### src/rtl/spmv_row_mac.sv
// spmv_row_mac: sparse matrix-vector row multiply-accumulate.
//
// A job is started with i_start/i_nnz. Nonzero beats (value, column,
// row-last flag) are multiplied by the selected element of the 16-element
// input vector and summed into a row accumulator. Each finished row, plus
// the final partial sum when the beat count reaches nnz, is pushed into a
// small result FIFO that the downstream side drains.
//
// Handshakes (both streams): a transfer happens on a rising clock edge
// where valid and ready are both high. Valid carries no dependency on
// ready, and the payload must be held stable while valid waits for ready.
//   beat stream  : i_val_valid / o_val_ready, payload i_mat_val,
//                  i_col_idx, i_row_last (+ i_in_vector, sampled live)
//   result stream: o_row_valid / i_row_ready, payload o_row_data, o_row_idx
//
// Ports:
//   i_clk, i_rstn        clock, asynchronous active-low reset
//   i_start, i_nnz       job start pulse (IDLE only) and nonzero count
//   i_in_vector          16 x signed 16-bit vector, element k at [16k+15:16k]
//   i_mat_val, i_col_idx signed matrix value and its column
//   i_row_last           final nonzero of the current row
//   i_val_valid          beat valid
//   o_val_ready          beat ready (RUN and FIFO not full)
//   o_count              accepted-beat counter (upstream lane select)
//   o_row_data, o_row_idx, o_row_valid, i_row_ready   result FIFO head
//   o_busy, o_done       not-IDLE flag, one-cycle completion pulse
//   o_state              current FSM state, for debug/checkers
module spmv_row_mac #(
  parameter int ACC_W      = 40,
  parameter int FIFO_DEPTH = 2
) (
  input  logic             i_clk,
  input  logic             i_rstn,
  input  logic             i_start,
  input  logic [7:0]       i_nnz,
  input  logic [255:0]     i_in_vector,
  input  logic [15:0]      i_mat_val,
  input  logic [3:0]       i_col_idx,
  input  logic             i_row_last,
  input  logic             i_val_valid,
  output logic             o_val_ready,
  output logic [7:0]       o_count,
  output logic [ACC_W-1:0] o_row_data,
  output logic [7:0]       o_row_idx,
  output logic             o_row_valid,
  input  logic             i_row_ready,
  output logic             o_busy,
  output logic             o_done,
  output logic [1:0]       o_state
);

  typedef enum logic [1:0] {
    S_IDLE  = 2'd0,
    S_RUN   = 2'd1,
    S_DRAIN = 2'd2,
    S_DONE  = 2'd3
  } state_t;

  localparam int PTR_W = (FIFO_DEPTH > 1) ? $clog2(FIFO_DEPTH) : 1;
  localparam int OCC_W = $clog2(FIFO_DEPTH + 1);
  localparam logic [PTR_W-1:0] LAST_PTR = PTR_W'(FIFO_DEPTH - 1);
  localparam logic [OCC_W-1:0] DEPTH_C  = OCC_W'(FIFO_DEPTH);

  state_t state, state_nxt;

  logic [ACC_W-1:0] acc;
  logic [7:0]       row_idx;
  logic [7:0]       nnz_q;
  logic [7:0]       count;

  logic [ACC_W-1:0] data_mem [FIFO_DEPTH];
  logic [7:0]       idx_mem  [FIFO_DEPTH];
  logic [PTR_W-1:0] wr_ptr, rd_ptr;
  logic [OCC_W-1:0] occ;

  logic signed [15:0] elem;
  logic signed [31:0] prod;
  logic [ACC_W-1:0]   sum;
  logic               accept, last_beat, push, pop, start_job;

  // Vector element is taken straight from the input bus on the accepting beat.
  assign elem      = i_in_vector[{i_col_idx, 4'b0000} +: 16];
  assign prod      = $signed(i_mat_val) * elem;
  assign sum       = acc + {{(ACC_W-32){prod[31]}}, prod};

  assign o_val_ready = (state == S_RUN) && (occ < DEPTH_C);
  assign accept      = i_val_valid && o_val_ready;
  assign last_beat   = (count + 8'd1) == nnz_q;
  // The final beat of the job flushes the running sum even without row_last.
  assign push        = accept && (i_row_last || last_beat);
  assign pop         = o_row_valid && i_row_ready;
  assign start_job   = (state == S_IDLE) && i_start && (i_nnz != 8'd0);

  // ---------------- FSM ----------------
  always_ff @(posedge i_clk or negedge i_rstn) begin
    if (!i_rstn) state <= S_IDLE;
    else         state <= state_nxt;
  end

  always_comb begin
    state_nxt = state;
    case (state)
      S_IDLE:  if (i_start) state_nxt = (i_nnz == 8'd0) ? S_DONE : S_RUN;
      S_RUN:   if (accept && last_beat) state_nxt = S_DRAIN;
      S_DRAIN: if (occ == '0) state_nxt = S_DONE;
      S_DONE:  state_nxt = S_IDLE;
      default: state_nxt = S_IDLE;
    endcase
  end

  assign o_busy  = (state != S_IDLE);
  assign o_done  = (state == S_DONE);
  assign o_state = state;

  // ---------------- accumulator / counters ----------------
  always_ff @(posedge i_clk or negedge i_rstn) begin
    if (!i_rstn) begin
      acc     <= '0;
      row_idx <= 8'd0;
      nnz_q   <= 8'd0;
      count   <= 8'd0;
    end else if (start_job) begin
      acc     <= '0;
      row_idx <= 8'd0;
      nnz_q   <= i_nnz;
      count   <= 8'd0;
    end else if (accept) begin
      count <= count + 8'd1;
      if (push) begin
        acc     <= '0;
        row_idx <= row_idx + 8'd1;
      end else begin
        acc <= sum;
      end
    end
  end

  assign o_count = count;

  // ---------------- result FIFO ----------------
  always_ff @(posedge i_clk) begin
    if (push) begin
      data_mem[wr_ptr] <= sum;
      idx_mem[wr_ptr]  <= row_idx;
    end
  end

  always_ff @(posedge i_clk or negedge i_rstn) begin
    if (!i_rstn) begin
      wr_ptr <= '0;
      rd_ptr <= '0;
      occ    <= '0;
    end else begin
      if (push) wr_ptr <= (wr_ptr == LAST_PTR) ? '0 : wr_ptr + 1'b1;
      if (pop)  rd_ptr <= (rd_ptr == LAST_PTR) ? '0 : rd_ptr + 1'b1;
      if (push && !pop)      occ <= occ + 1'b1;
      else if (pop && !push) occ <= occ - 1'b1;
    end
  end

  // Head outputs are forced to zero when empty so stale storage never shows.
  assign o_row_valid = (occ != '0);
  assign o_row_data  = o_row_valid ? data_mem[rd_ptr] : '0;
  assign o_row_idx   = o_row_valid ? idx_mem[rd_ptr]  : 8'd0;

endmodule
### config.mk
export PLATFORM = sky130hd
export DESIGN_NAME = spmv_row_mac
export DESIGN_NICKNAME = d
export VERILOG_FILES = /design/src/rtl/spmv_row_mac.sv
export SDC_FILE = /design/constraint.sdc
export NUM_CORES = 1
export LEC_CHECK = 0
export CAP_MARGIN = 10
export CORE_UTILIZATION = 51
export DETAILED_ROUTE_END_ITERATION = 10
export PLACE_DENSITY = 0.81
export SLEW_MARGIN = 10
export SYNTH_ARGS = -nofsm -noshare
export SYNTH_HDL_FRONTEND = slang
export SYNTH_SLANG_ARGS = --single-unit
### constraint.sdc
create_clock -name i_clk -period 10.2 [get_ports i_clk]
set_input_delay 2.04 -clock i_clk [delete_from_list [all_inputs] [get_ports i_clk]]
set_output_delay 2.04 -clock i_clk [all_outputs]
set_load 0.05 [all_outputs]
## Word-level counts from Yosys, hierarchy flattened

Memories as Yosys holds them, arrays and structs flattened.
Cells that the tools add are included.

| cells by class | value |
|---|---|
| add/sub/neg operators | 7 |
| order comparisons | 1 |
| equality and inequality tests | 7 |
| mux-type cells | 21 |
| shifts and indexed selects | 1 |
| reduce and logical (&&, ||, !) cells | 23 |
| multipliers | 1 |

Operators by type and width:

| operator | number |
|---|---|
| $shiftx A256 B9 Y16 | 1 |
| $mux W40 | 4 |
| $mux W8 | 6 |
| $add A40 B40 Y40 | 1 |
| $mul A16 B16 Y32 | 1 |
| $add A8 B1 Y8 const B | 2 |
| $mux W2 | 6 |
| $reduce_bool A2 Y1 | 5 |
| $logic_and A1 B1 Y1 | 9 |
| $eq A8 B8 Y1 | 1 |
| $logic_not A8 Y1 | 1 |
| $pmux W2 S4 | 1 |
| $reduce_bool A8 Y1 | 1 |
| $eq A2 B2 Y1 const B | 2 |
| $logic_not A2 Y1 | 2 |
| $mux W1 | 4 |
| $ne A2 B2 Y1 const B | 2 |
| $reduce_and A3 Y1 | 1 |
| $add A1 B1 Y1 const B | 2 |
| $add A2 B1 Y2 const B | 1 |
| $eq A2 B1 Y1 const B | 1 |
| $logic_not A1 Y1 | 2 |
| $lt A2 B2 Y1 const B | 1 |
| $ne A2 B1 Y1 const B | 1 |
| 3 further kinds | 3 |

| storage, ports and cells | value |
|---|---|
| logic and storage cells | 71 |
| output and inout bits | 62 |
| memories kept | 2 |
| bits in writable memories | 96 |
| flip-flop bits (word level) | 70 |
| input bits | 290 |

Memory list:

| name | words | bits a word | rd ports | clocked after memory_dff | wr ports | line | RTL |
|---|---|---|---|---|---|---|---|
| data_mem | 2 | 40 | 1 | 0 | 1 | 71 | `logic [ACC_W-1:0] data_mem [FIFO_DEPTH];` |
| idx_mem | 2 | 8 | 1 | 0 | 1 | 72 | `logic [7:0] idx_mem [FIFO_DEPTH];` |

## Logic depth before layout (Yosys ltp)

| depth | value |
|---|---|
| depth after elaboration | 8 |
| gate-level depth with buffers | 38 |

## Worst setup path before layout

Ideal clock, no wire load.

| path | value |
|---|---|
| kind | input-to-reg |
| from | input port i_col_idx[0] |
| to | register acc[37] |
| data arrival time | 10788 ps |
| buffers on the path | 3 |
| required time | 10079 ps |
| stages on the path | 36 |
| setup slack | -709 ps |
| cell sequence | buf_2 buf_2 mux4_2 mux4_2 clkbuf_1 and2_1 fa_1 inv_1 fa_1 fa_1 inv_1 fa_1 fa_1 inv_1 fa_1 inv_1 ha_1 a211oi_1 o21ai_0 a31o_2 a21oi_1 o211ai_1 a31oi_1 o21ai_1 o41ai_1 xnor2_1 ha_1 a21o_1 a21o_1 a21o_1 a21o_1 a21o_1 a21oi_1 o21ai_1 xor2_1 a22o_1 |

| on the way | value |
|---|---|
| cells in the longest elaborated chain, start to end | 6 |

Ends and longest elaborated chain:

| what | line | RTL |
|---|---|---|
| from (decl) | 38 | `input logic [3:0] i_col_idx,` |
| $shiftx A256 B9 Y16 | 82 | `assign elem = i_in_vector[{i_col_idx, 4'b0000} +: 16];` |
| $mul A16 B16 Y32 | 83 | `assign prod = $signed(i_mat_val) * elem;` |
| $add A40 B40 Y40 | 84 | `assign sum = acc + {{(ACC_W-32){prod[31]}}, prod};` |
| named net sum[37] | 78 | `logic [ACC_W-1:0] sum;` |
| $mux W40 | 129 | `if (push) begin` |
| $mux W40 | 127 | `end else if (accept) begin` |
| $mux W40 | 122 | `end else if (start_job) begin` |
| to (signal assigned) | 133 | `acc <= sum;` |
| to (decl) | 66 | `logic [ACC_W-1:0] acc;` |

The timed path passes the listed nets, and every way through them passes these cells. The select of a mux whose other input is x is not followed.
A chain may end at the register's enable or synchronous reset.

## Worst setup path in the final report

| path | value |
|---|---|
| from | input port i_col_idx[1] |
| to | memory data_mem[0][36] (data pin) |

| on the way | value |
|---|---|
| cells in the longest elaborated chain, start to end | 3 |

Ends and longest elaborated chain:

| what | line |
|---|---|
| $shiftx A256 B9 Y16 | 82 |
| $mul A16 B16 Y32 | 83 |
| $add A40 B40 Y40 | 84 |
| named net sum[36] | 78 |
| to (decl) | 71 |

The timed path passes the listed nets, and every way through them passes these cells.

==> summary.md <==
| Metric | Value |
|---|---|
| Hold Fails Final Rpt | `0` |
| Largest family of logic cells by synthesized area | `adder cells` |
| Min Clock Period, post-route | `10,520 ps` |
| Complex-gate fraction of the synthesized area | `8.98%` |
| Routed Antenna Nets | `0` |
| Sequential element share of the synthesized area | `22.4%` |
| First-pass GRT wire length | `92,600 µm` |
| H-tree levels | `4` |
| RD Place Congestion | `0.988` |
| Initial Util | `51.8%` |
| CP Launch Type | `input port` |
| Area grow syn2layout | `37.8%` |
| Crit end category | `register` |
| Worst-Margin Slew | `1060 ps` |
| Root Buffer | `clkbuf_16` |
| Multiplexer share of the synthesized area | `11.5%` |
| CP Data Arrival Time | `10,700 ps` |
| Row count | `73` |
| XOR/XNOR Fraction of Synth Area | `4.18%` |
| Clock transition at path regs | `70 ps` |
| Fillers | `2,640` |
| Syn Nets | `2,651` |
| Buffers and inverters on the worst path | `9` |
| Fin worst setup slack | `-316 ps` |
| Post-Synth Adder-Cell Area | `33.5%` |
| Status | `finished with violations` |
| Synth warnings | `0` |
| Die ar. | `41,400 µm²` |
| Fin crit share | `103%` |
| DRC viols | `0` |
| Area after DPL | `26,600 µm²` |
| Yosys reg bits | `166` |
| Slew headroom | `29.1%` |
| Total track usage | `28.6%` |
| WL final | `62,400 µm` |
| Worst path max stage delay | `560 ps` |
| Port Buffer Count | `351` |
| Mapped Area | `20,700 µm²` |
| Largest net degree at the start of global routing | `71` |
| Vias in the first global route | `18,400` |
| DR vias/cell | `5.67` |
| EDFF count, synth | `96` |
| Share of cells above drive strength 1 | `23.2%` |
| Setup Crit Path Kind | `in2reg` |
| Die Height | `203 µm` |
| Initial antenna violation count | `8` |
| Cell mode on critical path | `fa_1` |
| Initial DRC Count | `1,421` |
| CP max-delay cell | `mux4_2` |
| Core area | `39,900 µm²` |
| RSZ-0062 raised after global routing | `yes` |
| Most common cell in the netlist | `inv_1` |
| CTS Buffer Depth | `2` |
| Cells after Synth | `1,965` |
| Max cap viols | `0` |
| Failing checks | `negative setup slack` |
| Layout Nets | `3,246` |
| Share of flip-flops with an asynchronous set or reset | `42.2%` |
| Clock Skews | `14.5 ps` |
| Critical path peak fanout | `8` |
| Die Width | `203 µm` |
| Synth top cells by count | `312 x inv_1, 263 x fa_1, 154 x nand2_1` |
| Final slew viol count | `0` |
| Final Setup Violations | `25` |
| Final Util | `71.5%` |
| CTS tree | `done` |
| Fin area | `28,500 µm²` |
| Detailed placer's ending HPWL | `47,600 µm` |
| DR vias | `17,600` |
| Synth Area in Simple Gates | `12.0%` |
| Data required, critical path | `10,390 ps` |
| Worst hold path class | `reg2reg` |
| Num ports | `352` |
| Routed WL per cell | `20.1 µm` |
| Top delay family on crit path | `adder cells` |
| Gr ovfl total | `0` |
| Commonest register cell after synthesis | `edfxtp_1` |
| Synth top area cells | `fa_1 25%, edfxtp_1 14%, mux4_2 8.6%` |
| Fmax achieved | `0.0951 GHz` |
| Drt pass-1 iters | `5` |
| Clock Latency Late Sink | `440 ps` |
| Post-synthesis cell type count | `77` |
| Area fraction of the dominant cell type after synthesis | `25.4%` |
| Synthesized area per cell | `10.5 µm²` |
| Clk sinks | `166` |
| Yosys top cell by area | `fa_1` |
| CTS buffer count | `17` |
-- through the flow --
step | setup slack (ps) | setup TNS [ps] | cells | hold WS, ps
2_1_floorplan | -3.52 | -3.52 | 1965 | 462
3_3_place_gp | -588 | -20840 | 3004 | 485
3_5_place_dp | -829 | -31060 | 3004 | 493
4_1_cts | 1.02 | 0 | 3059 | 497
5_1_grt | -572 | -12220 | 3102 | 511
6_report | -316 | -4120 | 3102 | 507
-- cells in the final DEF, fill, tap and decap left out, types with 44 or more instances in the layout --
cell type and count:
nor2_1 109, fa_1 249, a21oi_1 44, inv_1 294, mux2i_1 52, ha_1 123, dlygate4sd2_1 69, and2_1 121
nand2_1 148, clkdlybuf4s50_1 249, buf_4 270, xnor2_1 57, edfxtp_1 96, dfrtp_1 69, mux4_2 82
-- final timing paths --
path / start / end / slack [ps] / cells after the start
min: row_idx[7] / idx_mem[1][7] / 510 / 0
min reg2reg: row_idx[7] / idx_mem[1][7] / 510 / 0
max reg2reg: o_state[1] / data_mem[0][11] / 6280 / 9
max: i_col_idx[1] / data_mem[0][36] / -320 / 37
max in group asynchronous: i_rstn / rd_ptr / 7710 / 2
min in group asynchronous: i_rstn / acc[29] / 1810 / 2
-- repair_timing --
action / 4_1_cts / 5_1_grt
setup endpoints to repair: 39 / 55
cloned: 5 / 3
buffers inserted: 18 / 40
resized for setup: 146 / 149
pin swaps: 37 / 81
hold buffers: 0 / 0
-- flip-flops by register name (all words and copies together) (netlist names) --
register,count
data_mem,80
acc,40
idx_mem,16
nnz_q,8
o_count,8
row_idx,8
o_state,2
occ,2
rd_ptr,1
wr_ptr,1
-- per-layer routing --
| layer | wire length (µm) | vias to the layer above | GRT usage (%) |
|---|---|---|---|
| li1 | - | 7754 | - |
| met1 | 22900 | 8710 | 34.6 |
| met2 | 31400 | 912 | 49.5 |
| met3 | 5020 | 214 | 5.56 |
| met4 | 3050 | 6 | 12.8 |
| met5 | 31 | - | 0 |
-- cell families after synthesis --
family,count (synthesis)
AO/OA/AOI/OAI,260
XOR/XNOR,98
adder cells (fa/ha/maj),396
buffers and inverters,399
flip-flops,166
multiplexers,139
AND/OR/NAND/NOR,507
-- worst register-to-register path: cells and delay by family (launching register included) --
family / cells / cell delay, ps
buf+inv: 2 / 600
compound gates: 3 / 1050
flops: 1 / 420
fa+ha+maj: 1 / 170
simple gates: 3 / 1330
-- cell type report --
type	count	area, µm²	share of cell area, %
Antenna cell	4	10.0	0.0351
Clock buffer	17	425	1.49
Clock inverter	15	165	0.579
Inverter	313	1180	4.13
Multi-Input combinational cell	1404	15400	53.8
Sequential cell	166	4640	16.3
Tap cell	525	657	2.30
Timing Repair Buffer	658	6090	21.4
Power is left out: the tool's default activity adds up to more than one toggle a clock period on the data nets, which glitch-free logic cannot reach.
